===== src/rtl/sparc_trap_prio.sv =====
// Registered trap-priority unit: sticky pending bits, masked/ET-gated lowest-index select, valid/ack posting.
// Optional build macro SPARC_TRAP_PREEMPT_EN lets a higher-priority source replace the posted tt before ack.
module sparc_trap_prio #(
  parameter int N_TRAPS = 6,
  parameter int IDX_W   = 3
) (
  input  logic               clk,
  input  logic               reset_n,
  input  logic [N_TRAPS-1:0] trap_req,
  input  logic [N_TRAPS-1:0] trap_mask,
  input  logic               et,
  input  logic               flush,
  input  logic               trap_ack,
  output logic               trap_valid,
  output logic [IDX_W-1:0]   tt,
  output logic [N_TRAPS-1:0] pending
);

  localparam logic [0:0] IDLE   = 1'b0;
  localparam logic [0:0] POSTED = 1'b1;

  logic [0:0]         state_r;
  logic [0:0]         state_next_s;
  logic [N_TRAPS-1:0] pend_r;
  logic [N_TRAPS-1:0] pend_next_s;
  logic [N_TRAPS-1:0] clr_s;
  logic [N_TRAPS-1:0] elig_s;
  logic [IDX_W-1:0]   tt_r;
  logic [IDX_W-1:0]   tt_next_s;
  logic [IDX_W-1:0]   sel_s;
  logic               valid_r;
  logic               valid_next_s;
  logic               found_s;
  logic               ack_s;

  // Lowest set index wins; scanning downward lets the last hit be the lowest one.
  function automatic logic [IDX_W-1:0] lowest_idx(input logic [N_TRAPS-1:0] vec);
    logic [IDX_W-1:0] idx;
    idx = {IDX_W{1'b0}};
    for (int i = N_TRAPS - 1; i >= 0; i--) begin
      idx = vec[i] ? IDX_W'(i) : idx;
    end
    return idx;
  endfunction

  // Source 0 ignores both its mask bit and PSR.ET.
  assign elig_s  = pend_r
                 & ~(trap_mask & {{(N_TRAPS-1){1'b1}}, 1'b0})
                 & {{(N_TRAPS-1){et}}, 1'b1};
  assign found_s = |elig_s;
  assign sel_s   = lowest_idx(elig_s);
  assign ack_s   = valid_r & trap_ack;

  // Clear mask from an accepted ack and/or a flush; new requests are OR-ed in afterwards so set wins.
  always_comb begin
    clr_s = {N_TRAPS{1'b0}};
    if (ack_s) begin
      clr_s = clr_s | ({{(N_TRAPS-1){1'b0}}, 1'b1} << tt_r);
    end else begin
      clr_s = clr_s;
    end
    if (flush) begin
      clr_s = clr_s | {{(N_TRAPS-1){1'b1}}, 1'b0};
    end else begin
      clr_s = clr_s;
    end
    pend_next_s = (pend_r & ~clr_s) | trap_req;
  end

  // Posting FSM: IDLE latches the selected index, POSTED holds it until ack or flush.
  always_comb begin
    state_next_s = state_r;
    tt_next_s    = tt_r;
    valid_next_s = valid_r;
    case (state_r)
      IDLE: begin
        if (found_s && !flush) begin
          tt_next_s    = sel_s;
          valid_next_s = 1'b1;
          state_next_s = POSTED;
        end else begin
          valid_next_s = 1'b0;
          state_next_s = IDLE;
        end
      end
      POSTED: begin
        if (ack_s || flush) begin
          valid_next_s = 1'b0;
          state_next_s = IDLE;
        end
`ifdef SPARC_TRAP_PREEMPT_EN
        else if (found_s && (sel_s < tt_r)) begin
          tt_next_s    = sel_s;
          valid_next_s = 1'b1;
          state_next_s = POSTED;
        end
`endif
        else begin
          valid_next_s = 1'b1;
          state_next_s = POSTED;
        end
      end
      default: begin
        valid_next_s = 1'b0;
        state_next_s = IDLE;
      end
    endcase
  end

  // State, pending and output registers; reset drops everything including in-flight requests.
  always_ff @(posedge clk or negedge reset_n) begin
    if (!reset_n) begin
      state_r <= IDLE;
      pend_r  <= {N_TRAPS{1'b0}};
      tt_r    <= {IDX_W{1'b0}};
      valid_r <= 1'b0;
    end else begin
      state_r <= state_next_s;
      pend_r  <= pend_next_s;
      tt_r    <= tt_next_s;
      valid_r <= valid_next_s;
    end
  end

  assign trap_valid = valid_r;
  assign tt         = tt_r;
  assign pending    = pend_r;

endmodule


===== config.mk =====
export PLATFORM = sky130hd
export DESIGN_NAME = sparc_trap_prio
export DESIGN_NICKNAME = d
export VERILOG_FILES = /design/src/rtl/sparc_trap_prio.sv
export SDC_FILE = /design/constraint.sdc
export NUM_CORES = 1
export LEC_CHECK = 0
export ABC_AREA = 1
export CORE_UTILIZATION = 38
export DETAILED_ROUTE_END_ITERATION = 6
export PLACE_DENSITY = 0.79
export SYNTH_ARGS = -nofsm -noshare
export SYNTH_HDL_FRONTEND = slang
export SYNTH_SLANG_ARGS = --single-unit

===== constraint.sdc =====
create_clock -name clk -period 1.25 [get_ports clk]
set_clock_uncertainty 0.1 [all_clocks]
set_input_delay 0.125 -clock clk [delete_from_list [all_inputs] [get_ports clk]]
set_output_delay 0.125 -clock clk [all_outputs]
set_load 0.02 [all_outputs]

==> flow_summary.toml <==
[run_status]
status = "finished, final reports clean"

[cts]
numCtsBuffers = 3
cts_max_level = 1
clockRootBuffer = "clkbuf_4"
cts.sinks = 10
clk_pin_slew_worst_paths_ns = 0.07
cts_tree = "built"
clock_latency_ns = 0.26
cts_buffer_depth = 2

[worst_setup_path]
startpoint_type = "register"
worstPathRequired_ns = 1.30
crit_arrival_ns = 1.27
path_max_fanout = 6
crit_path_end_kind = "register"
critical_path_class = "reg2reg"

[finish]
final_cell_mix = "clkdlybuf4s50_1 (14), nand2_1 (11), dfrtp_1 (9)"
finish.utilization_pct = 69.1
final_area_sq_um = 900
nets = 116
final_common_cell = "clkdlybuf4s50_1"
drive_above_1_share_pct = 29.6
diodes = 0
areaGrowthSynthToFinish_pct = 67.6

[timing]
finalSetupTns_ns = 0
slew_headroom_pct = 70.8
max_freq_mhz = 817
drv_slew = 0
rsz0062_at_grt = "true"
finalSetupViolCount = 0
finalHoldViolCount = 0
timing.final.ws_setup_ns = 0.0253
finalCritPeriodShare_pct = 98.0
worst-slew-pin-transition_ns = 0.437
whs_ns = 0.0681
period_minus_slack_ns = 1.22

[global_route]
grt_pass1_wl_um = 2010
grtUsageTotal_pct = 20.2
grt_pass1_vias = 494
antenna_found_initial = 0
grt_overflow = 0
grt_max_degree = 11

[routing]
drt-initial-drc-count = 8
wirelength_um = 1360
via_per_inst = 4.96
dr_wl_met3_um = 65
topRoutingLayerUsed = "met4"
vias = 561
remaining_drc_errors = 0
met1Wirelength_um = 640
drtPass1Iterations = 4
routedWlPerCell_um = 12.0
met2WireLength_um = 645
postRouteAntennaNets = 0

[worst_hold_path]
hold_path_class = "in2async"

[yosys]
syn_area_sq_um = 537
avgSynthCellArea_sq_um = 8.52
ys_ff_latch = 10
synth_cell_types = 16
yosys_warnings = 0
synth.yosys.seq_area_share_pct = 46.6
synth_fp_nets = 80
syn-instance-count = 63

[power_and_ir_drop]
ir_drop_mv = 0.816
powerDensity_mw_per_mm2 = 1080
leakage_nw = 0.430

[floorplan]
die-area_sq_mm = 0.00157
core_area_sq_mm = 0.00130
row_count = 13
die_y_um = 39.6
start_util_pct = 41.3
die_w_um = 39.6
io_pins = 27

[placed_design]
gp_congestion = 0.779
hpwl_um = 1100
dp_slack_ns = -0.247
placed_cell_area_sq_um = 851
io_buffers = 25

[job]
cap_violations = 0
[final cells by class]
cell class | count | area, sq um
Multi-Input combinational cell | 42 | 263
Clock buffer | 4 | 36.3
Timing Repair Buffer | 31 | 289
Inverter | 11 | 41.3
Fill cell | 118 | 402
Sequential cell | 10 | 251
Tap cell | 15 | 18.8
[layer usage]
| layer | GRT usage, % | up-vias |
|---|---|---|
| met3 | 3.98 | 2 |
| met5 | 0 | - |
| met2 | 30.3 | 15 |
| met4 | 7.76 | 0 |
| li1 | - | 283 |
| met1 | 28.5 | 261 |
[report_power, final]
| group | leakage, nW | internal [mW] | switching, mW |
|---|---|---|---|
| logic | 0.294 | 0.138 | 0.159 |
| registers | 0.116 | 0.356 | 0.0304 |
| clock network | 0.0210 | 0.177 | 0.108 |
| total | 0.430 | 0.671 | 0.298 |
[state kept, by name, summed over array words and instances, names as in the netlist]
signal      cells
trap_valid      1
pending         6
tt              3
[repair_timing]
| action | CTS | global route |
|---|---|---|
| pin swaps | 0 | 2 |
| buffers inserted | 0 | 0 |
| gates resized for setup | 12 | 9 |
| setup endpoints to repair | 10 | 7 |
| hold buffers | 0 | 0 |
[kinds of logic after synthesis]
group	synth area share [%]
and+or+nand+nor	32.2
buffers and inverters	7.69
DFF	46.6
AOI/OAI and AO/OA	13.5
[Yosys cell counts (all sizes together)]
cell,instances,area (sq um)
a21o,2,15.0
a31o,4,35.0
a41oi,1,8.76
dfrtp,10,250
inv,11,41.3
nand2,18,87.6
nand3,6,30.0
nand3b,1,7.51
nand4,5,31.3
nor2,3,16.3
o21ai,2,13.8
[metrics by stage]
| step | power, mW | std cells |
|---|---|---|
| floorplan | 0.533 | 63 |
| global placement | 0.693 | 109 |
| detailed placement | 0.698 | 109 |
| CTS | 0.960 | 113 |
| global route | 1.01 | 113 |
| finish | 0.969 | 113 |
[worst max-delay path: stages (launching register included)]
cell and delay [ns]:
dfrtp_1 0.40, nand2_2 0.08, nor2_4 0.10, inv_2 0.04
nand2_2 0.07, inv_2 0.05, nand2_4 0.06, nand2_4 0.07
nand2_1 0.07, o21ai_1 0.06
[worst paths after layout]
kind | startpoint | slack, ns | end | depth (start not counted)
hold reg to reg | pending[0] | 0.43 | pending[0] | 1
min in group clk | trap_req[1] | 0.32 | pending[1] | 2
setup reg to reg | pending[5] | 0.03 | tt[1] | 9
setup / recovery | pending[5] | 0.03 | tt[1] | 9
hold / removal | reset_n | 0.07 | pending[5] | 1
max in group asynchronous | reset_n | 0.66 | tt[0] | 1
(Power assumes the default switching activity.)
